File: src/rtl/dongwon_pkg.sv
// Shared constants for the dongwon cache/RAM subsystem.
// Controller FSM encodings, width defaults, RAM latency bounds, cache codes.
package dongwon_pkg;

    localparam int DW_ADDR_WIDTH = 32;
    localparam int DW_DATA_WIDTH = 32;

    localparam int RAM_LAT_MIN = 1;
    localparam int RAM_LAT_MAX = 15;
    localparam int LAT_W       = 4;

    localparam logic [2:0] ST_IDLE   = 3'd0;
    localparam logic [2:0] ST_LOOKUP = 3'd1;
    localparam logic [2:0] ST_CHECK  = 3'd2;
    localparam logic [2:0] ST_RAM_RD = 3'd3;
    localparam logic [2:0] ST_WAIT   = 3'd4;
    localparam logic [2:0] ST_FILL   = 3'd5;
    localparam logic [2:0] ST_WRITE  = 3'd6;
    localparam logic [2:0] ST_RESP   = 3'd7;

    // Internal state codes of dongwon_cache, kept here so both sides agree.
    localparam logic [2:0] CACHE_IDLE      = 3'b000;
    localparam logic [2:0] CACHE_WRITE     = 3'b010;
    localparam logic [2:0] CACHE_READ_MISS = 3'b100;
    localparam logic [2:0] CACHE_READ_HIT  = 3'b101;

    function automatic logic [LAT_W-1:0] lat_clamp(input int lat);
        if (lat < RAM_LAT_MIN) return LAT_W'(RAM_LAT_MIN);
        if (lat > RAM_LAT_MAX) return LAT_W'(RAM_LAT_MAX);
        return LAT_W'(lat);
    endfunction

endpackage

File: src/rtl/dongwon_sat_counter.sv
// Saturating up-counter used for the optional hit/miss statistics.
// Holds at all-ones instead of wrapping.
module dongwon_sat_counter
    import dongwon_pkg::*;
#(
    parameter int WIDTH = 32
) (
    input  logic             clk,
    input  logic             reset_n,
    input  logic             inc,
    output logic [WIDTH-1:0] cnt
);

    logic [WIDTH-1:0] cnt_q;
    logic [WIDTH-1:0] cnt_d;

    always_comb begin
        cnt_d = cnt_q;
        if (inc && (cnt_q != {WIDTH{1'b1}})) begin
            cnt_d = cnt_q + 1'b1;
        end
    end

    always_ff @(posedge clk or negedge reset_n) begin
        if (!reset_n) begin
            cnt_q <= '0;
        end else begin
            cnt_q <= cnt_d;
        end
    end

    assign cnt = cnt_q;

endmodule

File: src/rtl/dongwon_cache_ctrl.sv
// Miss/refill controller: CPU word port to dongwon_cache + dongwon_ram.
// Define DONGWON_CACHE_CTRL_STATS_EN to add hit_cnt/miss_cnt outputs.
module dongwon_cache_ctrl
    import dongwon_pkg::*;
#(
    parameter int ADDR_WIDTH  = DW_ADDR_WIDTH,
    parameter int DATA_WIDTH  = DW_DATA_WIDTH,
    parameter int RAM_LATENCY = 1
) (
    input  logic                  clk,
    input  logic                  reset_n,
    input  logic                  cpu_req,
    input  logic                  cpu_we,
    input  logic [ADDR_WIDTH-1:0] cpu_addr,
    input  logic [DATA_WIDTH-1:0] cpu_wdata,
    output logic                  cpu_ready,
    output logic                  cpu_rvalid,
    output logic [DATA_WIDTH-1:0] cpu_rdata,
    output logic                  c_run,
    output logic                  c_we,
    output logic [ADDR_WIDTH-1:0] c_addr,
    output logic [DATA_WIDTH-1:0] c_in_data,
    input  logic                  c_hit,
    input  logic [DATA_WIDTH-1:0] c_out_data,
    output logic                  r_run,
    output logic                  r_we,
    output logic [ADDR_WIDTH-1:0] r_addr,
    output logic [DATA_WIDTH-1:0] r_in_data,
    input  logic [DATA_WIDTH-1:0] r_out_data
`ifdef DONGWON_CACHE_CTRL_STATS_EN
    ,
    output logic [31:0]           hit_cnt,
    output logic [31:0]           miss_cnt
`endif
);

    localparam logic [LAT_W-1:0] LAT = lat_clamp(RAM_LATENCY);
    localparam logic [ADDR_WIDTH-1:0] WORD_MASK =
        {{(ADDR_WIDTH-2){1'b1}}, 2'b00};

    logic [2:0]            state_q, state_d;
    logic [ADDR_WIDTH-1:0] addr_q, addr_d;
    logic [DATA_WIDTH-1:0] data_q, data_d;
    logic [LAT_W-1:0]      cnt_q, cnt_d;

    always_comb begin
        state_d = state_q;
        addr_d  = addr_q;
        data_d  = data_q;
        cnt_d   = cnt_q;
        case (state_q)
            ST_IDLE: begin
                if (cpu_req) begin
                    addr_d  = cpu_addr & WORD_MASK;
                    data_d  = cpu_wdata;
                    state_d = cpu_we ? ST_WRITE : ST_LOOKUP;
                end
            end
            ST_LOOKUP: state_d = ST_CHECK;
            ST_CHECK: begin
                if (c_hit) begin
                    data_d  = c_out_data;
                    state_d = ST_RESP;
                end else begin
                    state_d = ST_RAM_RD;
                end
            end
            ST_RAM_RD: begin
                cnt_d   = LAT;
                state_d = ST_WAIT;
            end
            // Counter reaching 1 marks the cycle r_out_data is valid.
            ST_WAIT: begin
                if (cnt_q <= LAT_W'(1)) begin
                    data_d  = r_out_data;
                    state_d = ST_FILL;
                end else begin
                    cnt_d = cnt_q - 1'b1;
                end
            end
            ST_FILL:  state_d = ST_RESP;
            ST_WRITE: state_d = ST_RESP;
            ST_RESP:  state_d = ST_IDLE;
            default:  state_d = ST_IDLE;
        endcase
    end

    always_ff @(posedge clk or negedge reset_n) begin
        if (!reset_n) begin
            state_q <= ST_IDLE;
            addr_q  <= '0;
            data_q  <= '0;
            cnt_q   <= '0;
        end else begin
            state_q <= state_d;
            addr_q  <= addr_d;
            data_q  <= data_d;
            cnt_q   <= cnt_d;
        end
    end

    assign cpu_ready  = (state_q == ST_IDLE);
    assign cpu_rvalid = (state_q == ST_RESP);
    assign cpu_rdata  = data_q;

    assign c_run = (state_q == ST_LOOKUP) || (state_q == ST_FILL)
                || (state_q == ST_WRITE);
    assign c_we  = (state_q == ST_FILL) || (state_q == ST_WRITE);
    assign r_run = (state_q == ST_RAM_RD) || (state_q == ST_WRITE);
    assign r_we  = (state_q == ST_WRITE);

    assign c_addr    = addr_q;
    assign r_addr    = addr_q;
    assign c_in_data = data_q;
    assign r_in_data = data_q;

`ifdef DONGWON_CACHE_CTRL_STATS_EN
    logic hit_inc;
    logic miss_inc;

    assign hit_inc  = (state_q == ST_CHECK) && c_hit;
    assign miss_inc = (state_q == ST_CHECK) && !c_hit;

    dongwon_sat_counter #(.WIDTH(32)) u_hit_cnt (
        .clk     (clk),
        .reset_n (reset_n),
        .inc     (hit_inc),
        .cnt     (hit_cnt)
    );

    dongwon_sat_counter #(.WIDTH(32)) u_miss_cnt (
        .clk     (clk),
        .reset_n (reset_n),
        .inc     (miss_inc),
        .cnt     (miss_cnt)
    );
`endif

endmodule

File: config.mk
export PLATFORM = sky130hd
export DESIGN_NAME = dongwon_cache_ctrl
export DESIGN_NICKNAME = d
export VERILOG_FILES = /design/src/rtl/dongwon_pkg.sv /design/src/rtl/dongwon_sat_counter.sv /design/src/rtl/dongwon_cache_ctrl.sv
export SDC_FILE = /design/constraint.sdc
export NUM_CORES = 1
export LEC_CHECK = 0
export BUFFER_PORTS_ARGS = -buffer_cell sky130_fd_sc_hd__buf_2
export CAP_MARGIN = 40
export CELL_PAD_IN_SITES_DETAIL_PLACEMENT = 0
export CELL_PAD_IN_SITES_GLOBAL_PLACEMENT = 1
export CORE_MARGIN = 10
export CORE_UTILIZATION = 28
export CTS_CLUSTER_DIAMETER = 80
export DETAILED_ROUTE_END_ITERATION = 10
export PLACE_DENSITY = 0.78
export SLEW_MARGIN = 20
export SYNTH_ARGS = -nofsm -noshare
export SYNTH_HDL_FRONTEND = slang
export SYNTH_SLANG_ARGS = --single-unit
File: constraint.sdc
create_clock -name clk -period 2.05 [get_ports clk]
set_clock_uncertainty 0.1 [all_clocks]
set_input_delay 0.5125 -clock clk [delete_from_list [all_inputs] [get_ports clk]]
set_output_delay 0.5125 -clock clk [all_outputs]
set_load 0.02 [all_outputs]
# Word-level counts from Yosys, hierarchy flattened

Index checks and enable logic that the tools add are counted.

Output and inout bits: 166
Input port bits: 133
Word-level logic and storage cells: 40
Register bits after elaboration: 69

Equal/unequal tests: 11
Reduce and logical (&&, ||, !) cells: 12
Mux-type cells: 11
Order comparisons: 1
$add $sub $neg: 1

Operator list:

| cell                                                | number |
|---|---|
| 2-to-1 mux 32 bit                                   | 3 |
| case mux 32 bit (3 select lines)                    | 1 |
| case mux 3 bit (7 select lines)                     | 1 |
| == test 3 bit, second input constant                | 4 |
| 2-to-1 mux 3 bit                                    | 4 |
| != test 2 bit, second input constant                | 4 |
| case mux 4 bit (2 select lines)                     | 1 |
| == test 3 x 2 -> 1 bit, second input constant       | 2 |
| AND reduction 2 bit                                 | 3 |
| <= comparator 4 x 1 -> 1 bit, second input constant | 1 |
| logical OR 1 bit                                    | 4 |
| 2-to-1 mux 4 bit                                    | 1 |
| AND reduction 4 bit                                 | 1 |
| subtractor 4 x 1 -> 4 bit, second input constant    | 1 |
| == test 3 x 1 -> 1 bit, second input constant       | 1 |
| zero test 3 bit                                     | 1 |
| nonzero test 3 bit                                  | 1 |
| nonzero test 2 bit                                  | 1 |
| OR reduction 2 bit                                  | 1 |

# Longest topological paths before layout

Gate-level depths: netlist (run 1).

Depth in word-level cells: 3
Depth in mapped cells: 7
Gate-level depth less buffers: 6

# Worst setup path before layout (run 1)

OpenSTA, ideal clock, no wires.

Kind: flip-flop to output port
From: register state_q[0]
To: output c_run
Data required time: 1437 ps
Cell stages (with the launch flop): 7
Slack: -86 ps
Buffers on the path: 3
Data arrival time: 1523 ps
Path through: dfrtp_1 > buf_2 > nand2b_1 > buf_2 > buf_1 > nor2_1 > a21o_1

Elaborated cells between the ends (all ways): 5
Classes of those cells: 3 x eq/ne; 2 x reduce/logical

RTL lines:

| item                     | RTL line                  | source |
|---|---|---|
| start: declaration       | dongwon_cache_ctrl.sv:41  | `logic [2:0] state_q, state_d;` |
| start signal: assignment | dongwon_cache_ctrl.sv:95  | `state_q <= state_d;` |
| == test 3 bit            | n/a                       |  |
| via r_we                 | dongwon_cache_ctrl.sv:26  | `output logic r_we,` |
| logical OR 1 bit         | dongwon_cache_ctrl.sv:107 | `\|\| (state_q == ST_WRITE);` |
| end: declaration         | dongwon_cache_ctrl.sv:19  | `output logic c_run,` |

The timed path passes the listed nets, and every way through them passes these cells.

# Worst setup path after layout (run 1)

From: register state_q[1]
To: register data_q[4] (netlist: c_in_data[4])

Word-level cells in the longest chain between the ends: 3
Elaborated cells between the ends (all ways): 9
Classes of those cells: 5 x eq/ne; 1 x mux; 3 x reduce/logical

Ends and longest elaborated chain:

| item                                                                        | RTL line                 | source |
|---|---|---|
| == test 3 x 2 -> 1 bit, or another cell as far along                        | dongwon_cache_ctrl.sv:51 | `case (state_q)` |
| != test 2 bit (no source line) / nonzero test 3 bit (equally long branches) | n/a                      |  |
| AND reduction 4 bit (no source line)                                        | n/a                      |  |
| end signal: assignment                                                      | dongwon_cache_ctrl.sv:97 | `data_q <= data_d;` |
| end: declaration                                                            | dongwon_cache_ctrl.sv:43 | `logic [DATA_WIDTH-1:0] data_q, data_d;` |

Several ways; a longest one is shown, not always the timed one.
A chain may end at the register's enable or synchronous reset.

==> impl_metrics.yaml, run 1 <==
timing:
  slew_viol_final: 0
  hold_viol: 0
  period_needed_ns: 2.04
  rsz0062_at_grt: "true"
  clock.fmax_mhz: 491
  setup_viol: 0
  fin_crit_sh_pct: 99.4
pwr:
  irDropWorstVdd_mv: 0.728
  p_leak_nw: 3.19
  p_per_area_mw_per_mm2: 1900
floorplan:
  die_h_um: 150
  die_w_um: 150
  start_util_pct: 28.7
  ioPinCount: 299
  die-area_mm2: 0.0226
  core_mm2: 0.0166
  rows: 47
worst_setup_path:
  cp_common_cell: "buf_12"
  crit_path_cell_trace: "buf_4, nor3b_2, a21boi_4, a2111oi_4, buf_6, buf_12, buf_12, mux2_2"
  crit_path_end_kind: "register"
  crit_buf_inv: 4
  worst_path_largest_cell_delay_ns: 0.46
  critical-path-top-delay-family: "buffers and inverters"
  rr_worst_depth: 8
  crit_fanout: 8
  slowest_stage: "dfrtp_2"
  worst_ep_arrival_time_ns: 2.15
  crit_cells: 8
  cp_data_required_time_ns: 2.16
  critPathKind: "reg2reg"
  critPathLaunchType: "register"
logic_synthesis:
  synth_edf_count: 0
  ys.flop_type: "dfrtp_1"
  yosysUniqueCellTypes: 35
  seq_area_frac_synth_pct: 36.3
  async_flop_share_pct: 100
  synth_area_per_cell_um2: 9.86
  syn_area_mm2: 0.00475
  netlist_instances: 482
  yosysWarningCount: 0
  ys_ff_latch: 69
grt:
  grtUsageMet3_pct: 4.95
  grt.met1_usage_pct: 16.5
  grt_pass1_vias: 4516
  grt_overflow: 0
  track_usage_pct: 14.0
  grt_max_degree: 66
  grt_util_met2_pct: 23.7
  busiest_layer: "met2"
  grt_pass1_wl_um: 24900
  antenna_found_initial: 0
clock_network:
  cts_tree: "done"
  insertion_delay_ns: 0.33
  h-tree-depth: 3
  cts.sinks: 69
  hold_buffers: 0
  root_buffer: "clkbuf_16"
  numCtsBuffers: 9
  path_clk_slew_ns: 0.06
  clockBufferDepth: 2
final_layout:
  layout_common_cells: "buf_2 (289), dfrtp_1 (66), mux2_2 (59)"
  syn_to_final_growth_pct: 37.3
  post-route-util_pct: 39.3
  fillers: 1704
  multi_input_area_mm2: 0.00217
  final_layout_size_suffix_gt1_share_pct: 61.2
  register_area_mm2: 0.00173
  final_cell_area_mm2: 0.00652
  final_common_cell: "buf_2"
  final_net_count: 837
detailed_routing:
  wl_per_cell_um: 18.3
  firstDrtPassIters: 5
  ant_nets: 0
  routed_wl_um: 17000
  first_iter_violations: 157
  vias_per_cell: 4.60
  drc_errors: 0
  num_vias: 4266
placed_design:
  port_buffers: 292
  dp_hpwl_um: 12300
  gp_congestion: 0.791
  place_area_mm2: 0.00594
flow_run:
  max-cap-violations: 0
outcome:
  outcome: "complete, no violations"
min_path:
  hp-class: "in2async"
==> area by class of cell <==
class                   count  area share (%)
well taps                 220            4.22
inverters                   5           0.326
multi-input cells         275            33.3
flip-flops and latches     69            26.5
clock inverters             4           0.384
clock buffers              12            3.78
repair buffers            342            31.5
diodes                      1          0.0384
==> what timing repair did <==
action                     CTS  global route
gates cloned                 4             0
setup buffers                7             7
hold endpoints to repair     0             0
resized for setup           19             7
pin swaps                    1             3
setup endpoints to repair   26            35
==> cells in the mapped netlist (4+ instances only) <==
cell | number | share of area, %
o311a_1 | 32 | 6.7
buf_4 | 98 | 15
a21oi_1 | 8 | 0.84
buf_1 | 6 | 0.47
inv_1 | 4 | 0.32
nor2_1 | 6 | 0.47
nor3_1 | 38 | 4.0
clkbuf_1 | 23 | 1.8
o21ai_0 | 34 | 3.6
mux2_2 | 59 | 14
nand2b_1 | 4 | 0.53
o21bai_1 | 32 | 5.1
dfrtp_1 | 69 | 36
buf_2 | 6 | 0.63
nor2b_1 | 32 | 4.2
==> metal layers <==
metal	vias to the layer above	routed length [µm]
met5	-	0
met4	0	115
met3	9	1400
met2	181	8330
met1	2014	7170
li1	2062	-
==> metrics by stage <==
step           hold WS (ns)  TNS (ns)  total power, W  setup WS, ns  instances
4_1_cts              0.0348    -0.876          0.0125       -0.0691        920
5_1_grt              0.0390    -0.846          0.0133       -0.0610        927
6_report             0.0279         0          0.0124        0.0126        928
2_1_floorplan         0.117         0         0.00873       0.00803        485
3_5_place_dp          0.398     -1.68          0.0104        -0.100        894
3_3_place_gp          0.402    -0.606          0.0103       -0.0354        894
==> worst reg2reg max path, delay by kind of cell, from the launching register on <==
kind	cells	cell delay, ns
flops	1	0.46
simple gates	1	0.20
buf+inv	4	0.59
compound gates	2	0.30
mux	1	0.26
==> cell families (layout without fill, tap and decap cells) <==
family | count (synthesis) | count (layout) | synth area share (%)
and+or+nand+nor | 90 | 90 | 10.5
adders and majority gates | 2 | 2 | 0.527
xor gates and xnor gates | 1 | 1 | 0.184
muxes | 62 | 62 | 14.7
AOI/OAI and AO/OA | 116 | 116 | 18.2
DFF | 69 | 69 | 36.3
other | 1 | 5 | 0.0789
buffers and inverters | 141 | 363 | 19.5
==> report_power, final <==
part / internal [W] / switching, W / leakage (nW) / total (W)
Sequential: 0.00205 / 0.000602 / 0.822 / 0.00265
Clock: 0.000848 / 0.000590 / 0.129 / 0.00144
Combinational: 0.00354 / 0.00476 / 2.24 / 0.00830
==> final timing paths <==
path,slack [ns],endpoint,start
max,0.01,c_in_data[4],state_q[1]
max in group asynchronous,1.28,c_addr[10],reset_n
min reg2reg,0.41,cnt_q[3],cnt_q[3]
min in group clk,0.31,c_addr[27],cpu_addr[27]
max reg2reg,0.01,c_in_data[4],state_q[1]
min,0.03,c_in_data[27],reset_n
==> state kept, by name, indices dropped and copies added, names as in the netlist <==
signal	count
c_in_data	32
c_addr	30
cnt_q	4
state_q	3
Note: power is estimated with default switching activity, not from simulation.
==> inputs of run 2 (changes only) <==
--- a/config.mk
+++ b/config.mk
@@ -5,12 +5,13 @@
 export SDC_FILE = /design/constraint.sdc
 export NUM_CORES = 1
 export LEC_CHECK = 0
+export ABC_AREA = 1
 export BUFFER_PORTS_ARGS = -buffer_cell sky130_fd_sc_hd__buf_2
 export CAP_MARGIN = 40
 export CELL_PAD_IN_SITES_DETAIL_PLACEMENT = 0
 export CELL_PAD_IN_SITES_GLOBAL_PLACEMENT = 1
 export CORE_MARGIN = 10
-export CORE_UTILIZATION = 28
+export CORE_UTILIZATION = 25
 export CTS_CLUSTER_DIAMETER = 80
 export DETAILED_ROUTE_END_ITERATION = 10
 export PLACE_DENSITY = 0.78
==> run 2 against run 1 <==
  * Non-clock buffer count is 29 lower
  * Clock power up 17%
  * Worst hold slack lost 0.024 ns
  * Setup slack better by 0.036 ns
  * Register-to-register slack gained 0.27 ns
  * Final area down 13%
  * Die area is 0.11% lower
  * Final cell count up 8.4%
  * Power shrank 15%
  * Utilization down 5.2 points
  * Via count grew 1.4%
  * Critical endpoint is now cpu_ready
==> impl_metrics.yaml, run 2 <==
outcome:
  outcome: "complete, no violations"
floorplan:
  die_w_um: 150
  die_h_um: 150
  rows: 47
  die-area_mm2: 0.0226
  core_mm2: 0.0166
  ioPinCount: 299
  start_util_pct: 25.6
clock_network:
  root_buffer: "clkbuf_16"
  clockBufferDepth: 2
  cts.sinks: 69
  path_clk_slew_ns: 0.06
  h-tree-depth: 3
  numCtsBuffers: 9
  insertion_delay_ns: 0.33
  cts_tree: "done"
logic_synthesis:
  netlist_instances: 579
  yosysUniqueCellTypes: 20
  synth.area.top_cells: "dfrtp_1 (41%), nand2_1 (22%), buf_4 (18%)"
  async_flop_share_pct: 100
  ys_ff_latch: 69
  post-synth-top-area-cell: "dfrtp_1"
  yosys-top-cells-count: "nand2_1 (243), buf_4 (101), nand3_1 (98), dfrtp_1 (69), buf_2 (16)"
  seq_area_frac_synth_pct: 40.7
  yosysWarningCount: 0
  post-synth-top-count-cell: "nand2_1"
  synth_top_area_share_pct: 40.7
  synth_edf_count: 0
  syn_area_mm2: 0.00424
  ys.flop_type: "dfrtp_1"
  synth_area_per_cell_um2: 7.32
pwr:
  irDropWorstVdd_mv: 0.673
  p_per_area_mw_per_mm2: 1850
  power_w: 0.0105
  p_leak_nw: 3.38
  p_int_w: 0.00507
  combinationalPowerShare_pct: 59.0
  p_clk_share_pct: 16.1
  switching_share_pct: 51.7
  seqPwrFrac_pct: 24.9
  netSwitchingPower_w: 0.00542
worst_setup_path:
  timing.rr.start: "cnt_q[0]"
  crit_fanout: 7
  reg2reg_to: "c_in_data[8]"
  rr_worst_depth: 11
  critPathLaunchType: "register"
  critPathKind: "reg2out"
  worst_ep_arrival_time_ns: 1.39
  crit_path_end_kind: "primary output"
  cp_data_required_time_ns: 1.44
  reg2reg_setup_slack_ns: 0.28
detailed_routing:
  firstDrtPassIters: 6
  first_iter_violations: 155
  ant_nets: 0
  wl_per_cell_um: 15.8
  num_vias: 4325
  routed_wl_um: 15900
  drc_errors: 0
  vias_per_cell: 4.30
final_layout:
  final_net_count: 916
  largest_reg_flops: 32
  syn_to_final_growth_pct: 33.5
  final_common_cell: "buf_2"
  final_layout_size_suffix_gt1_share_pct: 43.8
  layout_common_cells: "buf_2 (290), nand2_1 (242), nand3_1 (98)"
  antenna_cells: 0
  post-route-util_pct: 34.1
min_path:
  hp-class: "in2async"
grt:
  track_usage_pct: 13.4
  grt_pass1_wl_um: 24300
  grt_pass1_vias: 4607
  antenna_found_initial: 1
  grt_overflow: 0
  grt_max_degree: 41
timing:
  period_needed_ns: 2.00
  hold_slack_ns: 0.00388
  rsz0062_at_grt: "true"
  hold_viol: 0
  fin_setup_tns_ns: 0
  setup_viol: 0
  slew_viol_final: 0
  clock.fmax_mhz: 500
  fin_crit_sh_pct: 97.6
flow_run:
  max-cap-violations: 0
placed_design:
  port_buffers: 292
  gp_congestion: 0.779
  dp_hpwl_um: 13100
==> run 2: changes by cell type after synthesis, moves of 30 or more <==
cell      previous run  this run
nand2_1              3       243
nand3_1              2        98
mux2_2              59         0
nor3_1              38         0
nor2b_1             32         0
o21bai_1            32         0
o311a_1             32         0
o21ai_0             34         4
==> run 2: power groups by stage <==
stage               Clock [W]  Sequential (W)  Combinational [W]
global placement            0         0.00262            0.00625
detailed placement          0         0.00263            0.00629
CTS                   0.00176         0.00263            0.00632
finish                0.00169         0.00261            0.00618
floorplan                   0         0.00324            0.00435
global route          0.00179         0.00274            0.00684
==> run 2: cell type report <==
type                            instances  area (µm²)
Inverter                               16        60.1
Timing Repair Buffer                  313        1670
Clock inverter                          7        98.8
Tap cell                              220         275
Sequential cell                        69        1730
Clock buffer                            9         225
Multi-Input combinational cell        372        1600
Fill cell                            1815       10900
==> run 2: kinds of logic (layout without fill, tap and decap cells) <==
group / count (synthesis) / after routing / synth area share (%)
AO/OA/AOI/OAI: 8 / 8 / 0.974
adder cells (fa/ha/maj): 2 / 2 / 0.590
flip-flops: 69 / 69 / 40.7
AND/OR/NAND/NOR: 358 / 358 / 35.7
buffers and inverters: 141 / 345 / 21.9
other: 1 / 4 / 0.0885
==> run 2: how the worst max path moves through the flow <==
stage	slack [ns]	from	end	cells past startpoint
global placement	0.22	state_q[0]	cpu_ready	5
CTS	0.02	state_q[1]	cpu_ready	5
finish	0.05	state_q[1]	cpu_ready	5
global route	-0.005	state_q[0]	cpu_ready	5
floorplan	0.24	state_q[0]	c_run	5
detailed placement	0.22	state_q[0]	cpu_ready	5
==> run 2: stage by stage <==
stage          setup slack [ns]  std cells  cell area, µm²
2_1_floorplan             0.238        582            4250
3_3_place_gp              0.219        987            5300
3_5_place_dp              0.217        987            5300
4_1_cts                  0.0205       1005            5640
5_1_grt                -0.00523       1006            5660
6_report                 0.0484       1006            5660
==> run 2: repair_timing <==
action	4_1_cts	5_1_grt
endpoints found under the hold margin	0	0
setup buffers	2	1
pin swaps	0	1
hold buffers	0	0
resized for setup	4	3
endpoints found under the setup margin	3	2
==> run 2: worst max-delay path, stage by stage, from the launching register on <==
cell	delay, ns
dfrtp_2	0.45
inv_2	0.08
nand2_2	0.09
nor2_4	0.13
buf_6	0.13
clkbuf_4	0.17
==> run 2: per-layer routing <==
metal  global-route usage [%]  up-vias  wire length (µm)
met5                        0        -                 0
met4                     3.89        0               166
met3                     4.59       14              1690
met2                     23.1      242              7550
met1                     15.5     1936              6490
li1                         -     2133                 -
